File: src/rtl/ptw_arbiter.sv
// ptw_arbiter: shares one page-table walker between the I-side and D-side
// TLB miss paths. Round-robin on conflicting misses, merges misses to the
// same virtual page into one walk, and fans the walker's PTE line back out.
//
// Handshakes: a requester holds req_valid until it sees a one-cycle
// req_ready; dropping req_valid before that withdraws the request. A
// response is offered with resp_valid (level) until the matching resp_ack,
// which may arrive in the very cycle resp_valid rises. walk_enable is a
// single-cycle start pulse; walk_ready is a level qualifying walk_ptes.
module ptw_arbiter #(
    parameter int BUS_DATA_WIDTH = 64,
    parameter int VPN_HI         = 47,
    parameter int VPN_LO         = 12
) (
    input  logic                          clk,
    input  logic                          reset,
    input  logic [BUS_DATA_WIDTH-1:0]     ptbr,
    input  logic                          i_req_valid,
    input  logic [BUS_DATA_WIDTH-1:0]     i_req_vaddr,
    output logic                          i_req_ready,
    output logic                          i_resp_valid,
    input  logic                          i_resp_ack,
    input  logic                          d_req_valid,
    input  logic [BUS_DATA_WIDTH-1:0]     d_req_vaddr,
    output logic                          d_req_ready,
    output logic                          d_resp_valid,
    input  logic                          d_resp_ack,
    output logic [BUS_DATA_WIDTH*8-1:0]   resp_ptes,
    output logic                          walk_enable,
    output logic [BUS_DATA_WIDTH-1:0]     walk_virt_addr,
    output logic [BUS_DATA_WIDTH-1:0]     walk_ptbr,
    input  logic                          walk_ready,
    input  logic [BUS_DATA_WIDTH*8-1:0]   walk_ptes,
    output logic [1:0]                    dbg_state
);

    localparam int VPN_W = VPN_HI - VPN_LO + 1;

    localparam logic [1:0] S_IDLE    = 2'd0;
    localparam logic [1:0] S_ISSUE   = 2'd1;
    localparam logic [1:0] S_WAIT    = 2'd2;
    localparam logic [1:0] S_DELIVER = 2'd3;

    logic [1:0]                  state_q, state_d;
    logic [1:0]                  mask_q, mask_d;        // bit0 = I-side, bit1 = D-side
    logic                        last_grant_q, last_grant_d; // 0 = I, 1 = D
    logic [BUS_DATA_WIDTH-1:0]   vaddr_q, vaddr_d;
    logic [BUS_DATA_WIDTH-1:0]   ptbr_q, ptbr_d;
    logic [BUS_DATA_WIDTH*8-1:0] pte_buf_q, pte_buf_d;
    logic                        first_wait_q, first_wait_d; // walker ready is stale here

    logic [VPN_W-1:0] i_vpn, d_vpn, q_vpn;
    logic             i_acc, d_acc;

    assign i_vpn = i_req_vaddr[VPN_HI:VPN_LO];
    assign d_vpn = d_req_vaddr[VPN_HI:VPN_LO];
    assign q_vpn = vaddr_q[VPN_HI:VPN_LO];

    // Next-state: arbitration/accept in IDLE, merge during the walk, ack drain in DELIVER.
    always_comb begin
        state_d      = state_q;
        mask_d       = mask_q;
        last_grant_d = last_grant_q;
        vaddr_d      = vaddr_q;
        ptbr_d       = ptbr_q;
        pte_buf_d    = pte_buf_q;
        first_wait_d = first_wait_q;
        i_acc        = 1'b0;
        d_acc        = 1'b0;
        case (state_q)
            S_IDLE: begin
                if (i_req_valid && d_req_valid) begin
                    if (i_vpn == d_vpn) begin
                        // Same page: one walk serves both, no grant change.
                        i_acc = 1'b1;
                        d_acc = 1'b1;
                    end else if (last_grant_q) begin
                        i_acc        = 1'b1;
                        last_grant_d = 1'b0;
                    end else begin
                        d_acc        = 1'b1;
                        last_grant_d = 1'b1;
                    end
                end else if (i_req_valid) begin
                    i_acc        = 1'b1;
                    last_grant_d = 1'b0;
                end else if (d_req_valid) begin
                    d_acc        = 1'b1;
                    last_grant_d = 1'b1;
                end
                if (i_acc || d_acc) begin
                    vaddr_d = i_acc ? i_req_vaddr : d_req_vaddr;
                    ptbr_d  = ptbr;
                    mask_d  = {d_acc, i_acc};
                    state_d = S_ISSUE;
                end
            end
            S_ISSUE, S_WAIT: begin
                // A late miss to the page already being walked rides along.
                i_acc  = !mask_q[0] && i_req_valid && (i_vpn == q_vpn);
                d_acc  = !mask_q[1] && d_req_valid && (d_vpn == q_vpn);
                mask_d = mask_q | {d_acc, i_acc};
                if (state_q == S_ISSUE) begin
                    state_d      = S_WAIT;
                    first_wait_d = 1'b1;
                end else begin
                    first_wait_d = 1'b0;
                    if (!first_wait_q && walk_ready) begin
                        pte_buf_d = walk_ptes;
                        state_d   = S_DELIVER;
                    end
                end
            end
            S_DELIVER: begin
                mask_d = mask_q & ~{d_resp_ack, i_resp_ack};
                if (mask_d == 2'b00) begin
                    state_d = S_IDLE;
                end
            end
            default: begin
                state_d = S_IDLE;
            end
        endcase
    end

    // State registers with synchronous active-high reset.
    always_ff @(posedge clk) begin
        if (reset) begin
            state_q      <= S_IDLE;
            mask_q       <= 2'b00;
            last_grant_q <= 1'b1;
            vaddr_q      <= '0;
            ptbr_q       <= '0;
            pte_buf_q    <= '0;
            first_wait_q <= 1'b0;
        end else begin
            state_q      <= state_d;
            mask_q       <= mask_d;
            last_grant_q <= last_grant_d;
            vaddr_q      <= vaddr_d;
            ptbr_q       <= ptbr_d;
            pte_buf_q    <= pte_buf_d;
            first_wait_q <= first_wait_d;
        end
    end

    assign i_req_ready    = i_acc & ~reset;
    assign d_req_ready    = d_acc & ~reset;
    assign walk_enable    = (state_q == S_ISSUE);
    assign i_resp_valid   = (state_q == S_DELIVER) & mask_q[0];
    assign d_resp_valid   = (state_q == S_DELIVER) & mask_q[1];
    assign resp_ptes      = pte_buf_q;
    assign walk_virt_addr = vaddr_q;
    assign walk_ptbr      = ptbr_q;
    assign dbg_state      = state_q;

endmodule

File: config.mk
export PLATFORM = sky130hd
export DESIGN_NAME = ptw_arbiter
export DESIGN_NICKNAME = d
export VERILOG_FILES = /design/src/rtl/ptw_arbiter.sv
export SDC_FILE = /design/constraint.sdc
export NUM_CORES = 1
export LEC_CHECK = 0
export ABC_CLOCK_PERIOD_IN_PS = 3500
export BUFFER_PORTS_ARGS = -buffer_cell sky130_fd_sc_hd__buf_2
export CORE_AREA = 3 3 520 522
export CTS_CLUSTER_SIZE = 16
export DETAILED_ROUTE_END_ITERATION = 6
export DIE_AREA = 0 0 523 525
export PLACE_DENSITY_LB_ADDON = 0.3
export SYNTH_ARGS = -nofsm -noshare
export SYNTH_HDL_FRONTEND = slang
export SYNTH_SLANG_ARGS = --single-unit
File: constraint.sdc
create_clock -name clk -period 3.5 [get_ports clk]
set_input_delay 0.35 -clock clk [delete_from_list [all_inputs] [get_ports clk]]
set_output_delay 0.35 -clock clk [all_outputs]
set_load 0.01 [all_outputs]
==> qor.yml, run 1 <==
clock_path_buffers: 3
p_clk_share_pct: 30.1
slew_viol_final: 0
min_path_type: "primary input to flip-flop"
dp_slack_ps: 600
yosys-top-cells-area: "dfxtp_1, nand2_1, a21oi_1"
synthFlopType: "dfxtp_1"
yosysUniqueCellTypes: 37
drtIter0Drc: 1774
cp.required_ps: 3150
fin_cells: 8605
syn_area_per_cell_um2: 7.99
grt_max_degree: 124
switchingPower_mw: 12.8
grt_pass1_vias: 29400
synth_top_area_share_pct: 54.1
fin_nets: 5645
status: "completed"
p_sw_share_pct: 40.9
fin_util_pct: 16.8
post-route-period-util_pct: 97.4
place_inst: 7728
clock_skew_ps: 28.4
crit_path_end: "i_req_ready"
fillers: 30300
cts-root-buf: "clkbuf_16"
drive_gt1_share_pct: 31.4
seq_area_um2: 12900
slew_headroom_pct: 39.5
vias_per_cell: 3.45
postCtsSetupRepairBufs: 0
die_w_um: 523
synth_edf_count: 0
yosysWarnings: 0
ioPinCount: 1358
yosysMostFrequentCell: "nand2_1"
irDropWorstVdd_v: 0.000427
cts_buffers: 87
max_stage_delay_ps: 530
cellPowerDensity_nw_per_um2: 701
cp_data_arrival_time_ps: 3060
path_max_fanout: 66
coreArea_um2: 266000
antenna_found_initial: 193
combPwrFrac_pct: 37.5
insertion_delay_ps: 680
vias: 29700
wl_per_cell_um: 24.3
p_seq_share_pct: 32.3
synth.yosys.seq_area_share_pct: 54.1
rrSetupSlack_ps: 720
routed_wl_um: 209000
max_freq_mhz: 293
ys_ff_latch: 646
finalWorstSetupSlack_ps: 90.4
setup_tns_ps: 0
die_h_um: 525
grt_use_total_pct: 14.5
multi_input_area_um2: 10100
cap_violations: 0
hp-start: "walk_ptes[263]"
finalHoldViolCount: 0
fin_crit_ps: 3410
reg2reg_depth: 6
area_growth_pct: 87.1
synth_top_area_cell: "dfxtp_1"
rows: 189
grt_pass1_wl_um: 270000
async_flop_share_pct: 0
dieArea_um2: 275000
end_kind: "output pin"
worst_slew_pin_slew_ps: 908
cts_tree: "done"
io_buffers: 1357
dpl.hpwl_um: 176000
gp_congestion: 0.949
syn_area_um2: 23900
crit_chain: "dlygate4sd3_1 > buf_2 > xnor2_1 > nand4_1 > nor4_4 > a41oi_4 > buf_12 > o21ai_1 > and3_1 > buf_2"
holdWs_ps: 68.8
path_clk_slew_ps: 50
cp-start-kind: "primary input"
holdPathStages: 3
synth_nets: 3708
cts-htree-levels: 3
numClockSinks: 646
leakage_nw: 18.8
crit_slowest_cell: "dlygate4sd3_1"
start_util_pct: 9.00
rsz0062_at_grt: "false"
p_int_mw: 18.5
drtAntennaViolNets: 0
r2r-end: "resp_ptes[101]"
grt_overflow_total: 0
critPathKind: "primary input to output pin"
cp-startpoint: "i_req_vaddr[42]"
yosys-top-cells-count: "nand2_1, dfxtp_1, a21oi_1"
path_common_cell: "buf_2"
timing.rr.start: "dbg_state[1]"
setup_violations: 0
firstDrtPassIters: 5
drc_errors: 0
syn-instance-count: 2992
==> worst min path at each step <==
stage                      to  slack, ps
4_1_cts        resp_ptes[251]       0.05
3_3_place_gp   resp_ptes[127]        440
2_1_floorplan       mask_q[0]        460
3_5_place_dp   resp_ptes[204]        440
5_1_grt        resp_ptes[263]         20
6_report       resp_ptes[263]         70
==> state kept, by name, indices dropped and copies added (netlist names) <==
name	cells
dbg_state	2
walk_virt_addr	64
first_wait_q	1
walk_ptbr	64
mask_q	2
last_grant_q	1
resp_ptes	512
==> per-stage QoR <==
stage	cell area (um2)	total power, mW
6_report	44700	31.4
5_1_grt	44600	33.3
4_1_cts	44500	32.1
3_5_place_dp	35100	21.6
3_3_place_gp	35100	21.5
2_1_floorplan	23900	15.3
==> metal layers <==
layer  global-route usage [%]  routed length, um  vias to the layer above
met5                        0                818                        -
met4                     3.36               5270                      136
met3                     7.32              25800                      346
met2                     22.0              87900                     1413
met1                     18.1              89400                    14100
li1                         -                  -                    13800
==> critical path, delay by kind of cell <==
kind                   cells  cell delay (ps)
XOR/XNOR                   1              380
buffers and inverters      4             1100
AND/OR/NAND/NOR            3              870
AO/OA/AOI/OAI              2              350
==> power groups by stage <==
stage	Sequential, mW	Combinational (mW)	Clock, mW
floorplan	10.8	4.46	0
global placement	10.2	11.3	0
detailed placement	10.3	11.3	0
CTS	10.1	12.1	9.90
global route	10.3	12.9	10.1
finish	10.1	11.8	9.45
==> layout by cell type (no fill, tap or decap), drive strengths merged, types with 53 or more instances in the layout <==
master / count
xnor2: 106
a21oi: 592
clkbuf: 127
nand2: 1157
dlygate4sd3: 645
mux2i: 66
dfxtp: 646
a211oi: 53
nor2: 60
diode: 72
buf: 1424
==> cell type report <==
cell class	count	area share [%]
Multi-Input combinational cell	2116	22.6
Antenna cell	72	0.403
Sequential cell	646	28.9
Clock inverter	33	1.07
Tap cell	3533	9.88
Timing Repair Buffer	2069	31.4
Clock buffer	127	5.66
Inverter	9	0.0755
==> kinds of logic after synthesis <==
| family | Yosys count | synth area share, % |
|---|---|---|
| AOI/OAI and AO/OA | 675 | 14.9 |
| xor gates and xnor gates | 108 | 3.96 |
| muxes | 66 | 2.76 |
| and+or+nand+nor | 1262 | 20.3 |
| DFF | 646 | 54.1 |
| buffers and inverters | 230 | 3.76 |
| adders and majority gates | 5 | 0.262 |
==> repair_timing <==
action	4_1_cts	5_1_grt
resized for setup	0	1
hold buffers	645	0
endpoints found under the hold margin	608	0
endpoints found under the setup margin	0	1
Power figures use the tool's default switching activity.
==> inputs of run 2 (changes only) <==
CORE_AREA = 3 3 525 527   (was 3 3 520 522)
CTS_BUF_LIST = sky130_fd_sc_hd__clkbuf_2   (was unset)
DIE_AREA = 0 0 528 530   (was 0 0 523 525)
==> run 2 against run 1 <==
The run now fails in clock tree synthesis (4_1_cts). Synthesized area unchanged. Synthesized cell count unchanged.
==> qor.yml, run 2 <==
status: "stopped before the end"
lastStage: "clock tree synthesis (4_1_cts)"
error: "[ERROR RSZ-0060] Max buffer count reached."
die_h_um: 530  # +0.95%
clock_path_buffers: 4  # +1
synth_edf_count: 0  # unchanged
syn_area_per_cell_um2: 7.99  # unchanged
synth_nets: 3708  # unchanged
synth_top_area_share_pct: 54.1  # unchanged
die_w_um: 528  # +0.96%
cts_buffers: 202  # +130%
synthAdderAreaFrac_pct: 0.262  # unchanged
muxShareOfSynthArea_pct: 2.76  # unchanged
yosysMostFrequentCell: "nand2_1"
cts_hold_buf: 1633  # +150%
syn-instance-count: 2992  # unchanged
start_util_pct: 8.82  # -0.18 points
yosysUniqueCellTypes: 37  # unchanged
synth-simple-area-share_pct: 20.3  # unchanged
cts-htree-levels: 4  # +1
io_buffers: 1357  # unchanged
dpl.hpwl_um: 168000  # -4.4%
rows: 191  # +1.1%
postCtsSetupRepairBufs: 48  # +48
yosysWarnings: 0  # unchanged
synthFlopType: "dfxtp_1"
gp_congestion: 0.933  # -1.6%
async_flop_share_pct: 0  # unchanged
syn_area_um2: 23900  # unchanged
post_dp_cell_area_um2: 35000  # -0.27%
cts-root-buf: "clkbuf_2"
synth_top_family_by_area: "simple AND/OR/NAND/NOR gates"
yosys-top-cells-count: "nand2_1, dfxtp_1, a21oi_1"
synth-compound-area-share_pct: 14.9  # unchanged
synth_xor_area_share_pct: 3.96  # unchanged
ctsResizeCount: 101  # +101
numClockSinks: 646  # unchanged
synth.yosys.seq_area_share_pct: 54.1  # unchanged
yosys-top-cells-area: "dfxtp_1, nand2_1, a21oi_1"
synth_top_area_cell: "dfxtp_1"
ioPinCount: 1358  # unchanged
ys_ff_latch: 646  # unchanged
==> run 2: kinds of logic after synthesis <==
kind of cell               after synthesis
AOI/OAI and AO/OA                      675
buffers and inverters                  230
adders and majority gates                5
muxes                                   66
and+or+nand+nor                       1262
xor gates and xnor gates               108
DFF                                    646
==> run 2: metrics by stage <==
| stage | setup WS [ps] | std cells | hold slack (ps) |
|---|---|---|---|
| floorplan | 1350 | 2992 | 462 |
| global placement | 655 | 7741 | 439 |
| detailed placement | 626 | 7741 | 444 |
==> inputs of run 3 (changes only) <==
CORE_AREA = 3 3 520 522   (was 3 3 525 527)
CTS_BUF_LIST = unset   (was sky130_fd_sc_hd__clkbuf_2)
CTS_CLUSTER_SIZE = unset   (was 16)
DIE_AREA = 0 0 523 525   (was 0 0 528 530)
PLACE_DENSITY_LB_ADDON = 0.15   (was 0.3)
==> run 3 against run 2 <==
The flow now finishes without violations.
==> qor.yml, run 3 (synthesized netlist as in run 1, its figures left out) <==
status: "completed"
dieArea_um2: 275000
cp.required_ps: 4140
seq_area_um2: 12900
ioPinCount: 1358  # unchanged
post_dp_cell_area_um2: 35000  # about the same
drc_errors: 0
cts_buffers: 94  # -53%
vias_per_cell: 3.35
coreArea_um2: 266000
cap_violations: 0
fin_crit_ps: 3480
finalHoldViolCount: 0
cts-htree-levels: 3  # -1
fin_cells: 8613
layout_commonest_cell: "buf_2"
path_common_cell: "dlygate4sd3_1"
irDropWorstVdd_v: 0.000432
die_w_um: 523  # -0.95%
end_kind: "flip-flop"
max_freq_mhz: 288
start_util_pct: 9.00  # +0.18 points
grt_pass1_wl_um: 254000
cp-start-kind: "primary input"
worst_slew_pin_slew_ps: 1010
cp_data_arrival_time_ps: 4120
fin_nets: 5694
rsz0062_at_grt: "false"
wl_per_cell_um: 22.1
multi_input_area_um2: 10100
holdWs_ps: 136
path_clk_slew_ps: 60
numClockSinks: 646  # unchanged
crit_slowest_cell: "dlygate4sd3_1"
final_cell_mix: "buf_2, nand2_1, dlygate4sd3_1"
rows: 189  # -1.0%
firstDrtPassIters: 5
min_path_type: "primary input to flip-flop"
slew_headroom_pct: 32.7
slew_viol_final: 0
cts-root-buf: "clkbuf_16"
place_inst: 7717  # -0.31%
clock_skew_ps: 19.3
setup_tns_ps: 0
clock_path_buffers: 3  # -1
grt_max_degree: 150
fillers: 30400
fin_area_um2: 45300
drive_gt1_share_pct: 31.0
routed_wl_um: 190000
largest_reg_flops: 512
insertion_delay_ps: 690
leakage_nw: 19.1
dpl.hpwl_um: 155000  # -8.1%
antenna_found_initial: 96
vias: 28900
area_growth_pct: 89.2
post-route-period-util_pct: 99.3
cp_top_family: "buffers and inverters"
cts_tree: "done"
drtAntennaViolNets: 0
cellPowerDensity_nw_per_um2: 700
grt_use_total_pct: 13.2
drtIter0Drc: 1314
path_buf_inv: 5
crit_chain: "dlygate4sd3_1 > buf_2 > xnor2_1 > nand4_1 > nor4_4 > a41oi_4 > buf_4 > mux2i_1 > dlygate4sd3_1 > a211oi_1 > dlygate4sd3_1"
critPathKind: "primary input to flip-flop"
setup_violations: 0
die_h_um: 525  # -0.94%
max_stage_delay_ps: 580
fin_util_pct: 17.0
path_max_fanout: 21
grt_pass1_vias: 29500
io_buffers: 1357  # unchanged
gp_congestion: 0.881  # -5.6%
grt_overflow_total: 0
==> run 3: cell type report <==
class,count,area share (%)
tap,3533,9.77
multi-input combinational,2116,22.4
sequential,646,28.6
antenna,34,0.188
clock inverter,29,0.995
clock buffer,135,5.96
timing repair buffer,2111,32.0
inverter,9,0.0747
==> run 3: power breakdown <==
group          internal [mW]  total (mW)  switching [mW]
logic                   4.06        11.7            7.66
clock network           5.88        9.90            4.02
registers               9.02        10.1            1.04
total                   19.0        31.7            12.7
==> run 3: worst min-delay path, stage by stage <==
cell and delay [ps]:
buf_2 100, nand2_1 220, a21oi_1 100
==> run 3: timing repair <==
| item | in CTS | in global routing |
|---|---|---|
| resized for setup | 0 | 4 |
| setup buffers | 0 | 1 |
| hold buffers | 697 | 0 |
| endpoints found under the setup margin | 0 | 7 |
| endpoints found under the hold margin | 626 | 0 |
==> run 3: through the flow <==
step	power, mW	setup slack [ps]
after global placement	21.5	625
after global routing	33.8	15.3
after floorplan	15.3	1350
final	31.7	24.3
after CTS	32.6	54.5
after detailed placement	21.5	652
==> run 3: metal layers <==
| layer | up-vias | GRT usage, % | share of wire, % |
|---|---|---|---|
| met3 | 259 | 5.02 | 9.1 |
| met5 | - | 0 | 0.22 |
| met4 | 70 | 3.57 | 2.8 |
| li1 | 13800 | - | - |
| met2 | 1140 | 20.9 | 44 |
| met1 | 13600 | 16.5 | 44 |
==> run 3: worst paths after layout <==
path / from / to / slack (ps) / depth (start not counted)
setup reg to reg: last_grant_q / walk_virt_addr[32] / 590 / 8
setup / recovery: i_req_vaddr[23] / walk_virt_addr[32] / 20 / 11
hold reg to reg: resp_ptes[158] / resp_ptes[158] / 450 / 2
hold / removal: walk_ptes[227] / resp_ptes[227] / 140 / 3
